===== src/rtl/lc3_mem_pkg.sv =====
// rtl/lc3_mem_pkg.sv - shared types and defaults for the LC-3 memory arbiter
package lc3_mem_pkg;

  localparam int ADDR_W_DEF = 16;
  localparam int DATA_W_DEF = 16;

  typedef enum logic {
    IDLE,
    VID_BURST
  } arb_state_t;

  typedef enum logic {
    CPU,
    VID
  } served_t;

endpackage


===== src/rtl/burst_addr_gen.sv =====
// rtl/burst_addr_gen.sv - video burst address and word counter
module burst_addr_gen #(
  parameter int ADDR_W    = 16,
  parameter int BURST_LEN = 16
) (
  input  logic              clk,
  input  logic              reset,
  input  logic              load_i,
  input  logic              step_i,
  input  logic [ADDR_W-1:0] base_i,
  output logic [ADDR_W-1:0] addr_o,
  output logic              last_o
);

  localparam int CNT_W = $clog2(BURST_LEN);

  logic [ADDR_W-1:0] addr_q, addr_d;
  logic [CNT_W-1:0]  cnt_q, cnt_d;

  // The address adder simply overflows, so 0xFFFF steps to 0x0000.
  always_comb begin
    addr_d = addr_q;
    cnt_d  = cnt_q;
    if (load_i) begin
      addr_d = base_i;
      cnt_d  = '0;
    end else if (step_i) begin
      addr_d = addr_q + ADDR_W'(1);
      cnt_d  = cnt_q + CNT_W'(1);
    end
  end

  always_ff @(posedge clk or negedge reset) begin
    if (!reset) begin
      addr_q <= '0;
      cnt_q  <= '0;
    end else begin
      addr_q <= addr_d;
      cnt_q  <= cnt_d;
    end
  end

  assign addr_o = addr_q;
  assign last_o = (cnt_q == CNT_W'(BURST_LEN - 1));

endmodule


===== src/rtl/ram_arbiter.sv =====
// rtl/ram_arbiter.sv - round-robin sharing of one RAM port between the CPU and video scan-out
module ram_arbiter
  import lc3_mem_pkg::*;
#(
  parameter int DATA_W    = DATA_W_DEF,
  parameter int ADDR_W    = ADDR_W_DEF,
  parameter int BURST_LEN = 16
) (
  input  logic              clk,
  input  logic              reset,
  input  logic              cpu_req,
  input  logic              cpu_we,
  input  logic              cpu_ptr_to_ptr,
  input  logic [ADDR_W-1:0] cpu_addr,
  input  logic [DATA_W-1:0] cpu_wdata,
  output logic              cpu_gnt,
  output logic              cpu_valid,
  output logic [DATA_W-1:0] cpu_rdata,
  input  logic              vid_req,
  input  logic [ADDR_W-1:0] vid_base,
  output logic              vid_gnt,
  output logic              vid_valid,
  output logic [DATA_W-1:0] vid_rdata,
  output logic              vid_done,
  output logic              ram_we,
  output logic              ram_ptr_to_ptr,
  output logic [ADDR_W-1:0] ram_addr,
  output logic [DATA_W-1:0] ram_wdata,
  input  logic [DATA_W-1:0] ram_rdata
);

  arb_state_t        state_q, state_d;
  served_t           last_served_q, last_served_d;
  logic [ADDR_W-1:0] last_addr_q, last_addr_d;
  logic              cpu_valid_q, vid_valid_q, vid_done_q;
  logic              cpu_win;
  logic              burst_load, burst_step, burst_last;
  logic [ADDR_W-1:0] burst_addr;

  burst_addr_gen #(
    .ADDR_W   (ADDR_W),
    .BURST_LEN(BURST_LEN)
  ) u_burst_addr_gen (
    .clk   (clk),
    .reset (reset),
    .load_i(burst_load),
    .step_i(burst_step),
    .base_i(vid_base),
    .addr_o(burst_addr),
    .last_o(burst_last)
  );

  always_comb begin
    state_d        = state_q;
    last_served_d  = last_served_q;
    cpu_win        = 1'b0;
    cpu_gnt        = 1'b0;
    vid_gnt        = 1'b0;
    ram_we         = 1'b0;
    ram_ptr_to_ptr = 1'b0;
    ram_addr       = last_addr_q;
    ram_wdata      = '0;
    burst_load     = 1'b0;
    burst_step     = 1'b0;
    case (state_q)
      IDLE: begin
        cpu_win = cpu_req && (!vid_req || (last_served_q == VID));
        if (cpu_win) begin
          cpu_gnt        = 1'b1;
          ram_we         = cpu_we;
          ram_ptr_to_ptr = cpu_ptr_to_ptr;
          ram_addr       = cpu_addr;
          ram_wdata      = cpu_wdata;
          last_served_d  = CPU;
        end else if (vid_req) begin
          vid_gnt       = 1'b1;
          burst_load    = 1'b1;
          last_served_d = VID;
          state_d       = VID_BURST;
        end
      end
      VID_BURST: begin
        ram_addr   = burst_addr;
        burst_step = 1'b1;
        if (burst_last) begin
          state_d = IDLE;
        end
      end
      default: state_d = IDLE;
    endcase
    last_addr_d = ram_addr;
    // Outputs must read 0 the moment reset asserts, even mid-cycle.
    if (!reset) begin
      cpu_gnt        = 1'b0;
      vid_gnt        = 1'b0;
      ram_we         = 1'b0;
      ram_ptr_to_ptr = 1'b0;
      ram_addr       = '0;
      ram_wdata      = '0;
    end
  end

  always_ff @(posedge clk or negedge reset) begin
    if (!reset) begin
      state_q       <= IDLE;
      last_served_q <= VID;
      last_addr_q   <= '0;
      cpu_valid_q   <= 1'b0;
      vid_valid_q   <= 1'b0;
      vid_done_q    <= 1'b0;
    end else begin
      state_q       <= state_d;
      last_served_q <= last_served_d;
      last_addr_q   <= last_addr_d;
      cpu_valid_q   <= cpu_gnt && !cpu_we;
      vid_valid_q   <= (state_q == VID_BURST);
      vid_done_q    <= (state_q == VID_BURST) && burst_last;
    end
  end

  assign cpu_valid = cpu_valid_q;
  assign vid_valid = vid_valid_q;
  assign vid_done  = vid_done_q;
  assign cpu_rdata = cpu_valid_q ? ram_rdata : '0;
  assign vid_rdata = vid_valid_q ? ram_rdata : '0;

endmodule


===== config.mk =====
export PLATFORM = sky130hd
export DESIGN_NAME = ram_arbiter
export DESIGN_NICKNAME = d
export VERILOG_FILES = /design/src/rtl/lc3_mem_pkg.sv /design/src/rtl/burst_addr_gen.sv /design/src/rtl/ram_arbiter.sv
export SDC_FILE = /design/constraint.sdc
export NUM_CORES = 1
export LEC_CHECK = 0
export ABC_AREA = 1
export BUFFER_PORTS_ARGS = -buffer_cell sky130_fd_sc_hd__clkbuf_2
export CORE_MARGIN = 2
export CORE_UTILIZATION = 30
export CTS_CLUSTER_DIAMETER = 40
export DETAILED_ROUTE_END_ITERATION = 10
export HOLD_SLACK_MARGIN = 0.05
export SYNTH_ARGS = -nofsm -noshare
export SYNTH_HDL_FRONTEND = slang
export SYNTH_SLANG_ARGS = --single-unit

===== constraint.sdc =====
create_clock -name clk -period 1.2 [get_ports clk]
set_input_delay 0.12 -clock clk [delete_from_list [all_inputs] [get_ports clk]]
set_output_delay 0.12 -clock clk [all_outputs]
set_load 0.005 [all_outputs]

==> impl_metrics.tcl <==
set metrics [dict create \
    synth_seq_area_share 0.365 \
    place_congestion 0.886 \
    instances_no_fill 742 \
    drtPass1Iterations 4 \
    synth_nets 483 \
    synthCells 411 \
    finClkSkew_ns 0.00730 \
    fmax_mhz 543 \
    finalHoldViolCount 0 \
    final_common_cell "clkbuf_2" \
    vias 3388 \
    cts_root_buf "clkbuf_8" \
    p_per_area_nw_per_um2 2020 \
    coreArea_sq_um 9200 \
    post-dp-hpwl_mm 7.14 \
    htreeDepth 2 \
    critPathSlowestCell "dfstp_2" \
    layout_common_cells "clkbuf_2, nand2_1, inv_1, buf_4, dfrtp_1" \
    power_mw 9.80 \
    synth.avg_cell_area_sq_um 6.86 \
    grt_max_degree 33 \
    report.final.slew_viol_count 0 \
    endpoint_kind "output pin" \
    critPathArrivalTime_ns 1.72 \
    grt_pass1_wl_mm 15.1 \
    synth_area_leaders "dfrtp_1, nand2_1, inv_1" \
    worst_slack_ns -0.642 \
    final_core_util 0.529 \
    worstHoldStart "vid_base[9]" \
    antenna_found_initial 0 \
    hp-class "primary input to register" \
    clock_latency_ns 0.30 \
    violations "negative setup slack" \
    drc 0 \
    overflow 0 \
    yosys_warnings 0 \
    numPortBuffers 140 \
    netlist.top_cell.by_area "dfrtp_1" \
    drt-total-wl_mm 9.93 \
    drv_cap 0 \
    dp_cells 697 \
    ys_types 37 \
    fin_setup_tns_ns -29.98 \
    path_class "register to output pin" \
    clk_pin_slew_ns 0.09 \
    synth_top_cell_area_share 0.355 \
    cp.required_ns 1.08 \
    die_h_microns 101 \
    crit_fanout 5 \
    design.portCount 141 \
    min_period_ns 1.84 \
    rsz0062_at_grt "true" \
    grt_pass1_vias 3103 \
    wl_per_cell_microns 13.4 \
    clk_path_buf_depth 2 \
    vdd_drop_max_uv 845 \
    path_cells "inv_2 > a21boi_4 > buf_6 > buf_12 > nand2_4 > nand3_2 > o21ai_2 > nor2_1 > buf_2" \
    cp-startpoint "last_served_q" \
    cpPeakStageDelay_ns 0.55 \
    drtAntennaViolNets 0 \
    num_antenna_cells 0 \
    cts_made_buffers 5 \
    netlist_area_sq_um 2820 \
    start_kind "register" \
    area_growth_pct 72.5 \
    p_leak_nw 2.81 \
    drt_iter0_drc 114 \
    max_slew_margin 0.703 \
    setup_viol 81 \
    fp-row-count 35 \
    r2r-start "last_served_q" \
    ys_seq_elements 41 \
    routed_via_density 4.57 \
    clock_sinks 41 \
    start_util 0.306 \
    gr-usage-all-layers 0.188 \
    drive_gt1_frac 0.572 \
    die_area_sq_um 10200 \
    cts_tree "built" \
    die_x_microns 101 \
    fin_crit_sh 1.53 \
    nNetsFinal 702 \
    status "finished with violations" \
    worstMarginPinSlew_ns 0.445 \
]
==> area by class of cell <==
| cell class | instances | area [sq um] |
|---|---|---|
| Clock buffer | 6 | 72.6 |
| Clock inverter | 2 | 10.0 |
| Fill cell | 860 | 4340 |
| Inverter | 88 | 343 |
| Multi-Input combinational cell | 266 | 1700 |
| Sequential cell | 41 | 1030 |
| Tap cell | 111 | 139 |
| Timing Repair Buffer | 227 | 1550 |
| Timing Repair inverter | 1 | 16.3 |
==> critical path, delay by kind of cell (launching register included) <==
| family | cells | cell delay (ns) |
|---|---|---|
| and+or+nand+nor | 3 | 0.21 |
| AOI/OAI and AO/OA | 2 | 0.22 |
| buffers and inverters | 4 | 0.45 |
| DFF | 1 | 0.55 |
==> state kept, by name, summed over array words and instances, names as in the netlist <==
signal	cells
vid_valid	1
u_burst_addr_gen.addr_o	16
cpu_valid	1
vid_done	1
last_served_q	1
last_addr_q	16
state_q	1
u_burst_addr_gen.cnt_q	4
==> cell usage after synthesis, drive strengths merged <==
cell type and number:
nand2 118, inv 86, nor2 55, dfrtp 40, nand3 37, o21ai 21, buf 11, a22oi 8
a21oi 6, clkbuf 5, nand4 4, xor2 4, o211ai 3, a21o 2, clkinv 2, ha 2
xnor2 2, a21boi 1, a22o 1, dfstp 1, nor3 1, o21bai 1
==> metal layers <==
metal / wire length [microns] / global-route usage / share of wire
met5: 0 / 0 / 0
met1: 4270 / 0.233 / 0.43
met2: 4840 / 0.343 / 0.49
met3: 630 / 0.0284 / 0.063
met4: 191 / 0.0447 / 0.019
==> cell families after synthesis <==
group	Yosys count	share of synthesized area
AND/OR/NAND/NOR	215	0.338
flip-flops	41	0.365
buffers and inverters	104	0.150
AO/OA/AOI/OAI	43	0.120
XOR/XNOR	6	0.0186
adder cells (fa/ha/maj)	2	0.00888
==> report_power, final <==
part / internal [mW] / switching [mW]
registers: 2.09 / 0.481
clock network: 0.405 / 0.527
logic: 3.10 / 3.20
total: 5.59 / 4.21
==> what timing repair did <==
action,in CTS,in global routing
resized for setup,49,84
buffers inserted,24,3
endpoints found under the hold margin,50,1
hold buffers,11,1
pin swaps,10,14
gates cloned,3,0
setup endpoints to repair,108,107
==> final timing paths <==
check                           cells past startpoint                    endpoint  slack [ns]
min in group asynchronous                           2              last_addr_q[9]        0.32
worst min-delay path                                3  u_burst_addr_gen.addr_o[9]        0.07
max in group asynchronous                           3                   vid_valid        0.12
worst max register to register                     12              last_addr_q[6]       -0.59
worst max-delay path                                9                 ram_addr[7]       -0.64
worst min register to register                      1   u_burst_addr_gen.cnt_q[3]        0.48
==> stage by stage <==
stage	cell area, sq um	setup slack (ns)	hold WS (ns)
6_report	4860	-0.642	0.0669
3_3_place_gp	4100	-0.262	-0.0425
3_5_place_dp	4100	-0.301	-0.0360
2_1_floorplan	2930	-0.140	-0.176
5_1_grt	4860	-0.719	0.0814
4_1_cts	4680	-0.633	0.0509
No activity file was read; power rests on OpenSTA's default activity.
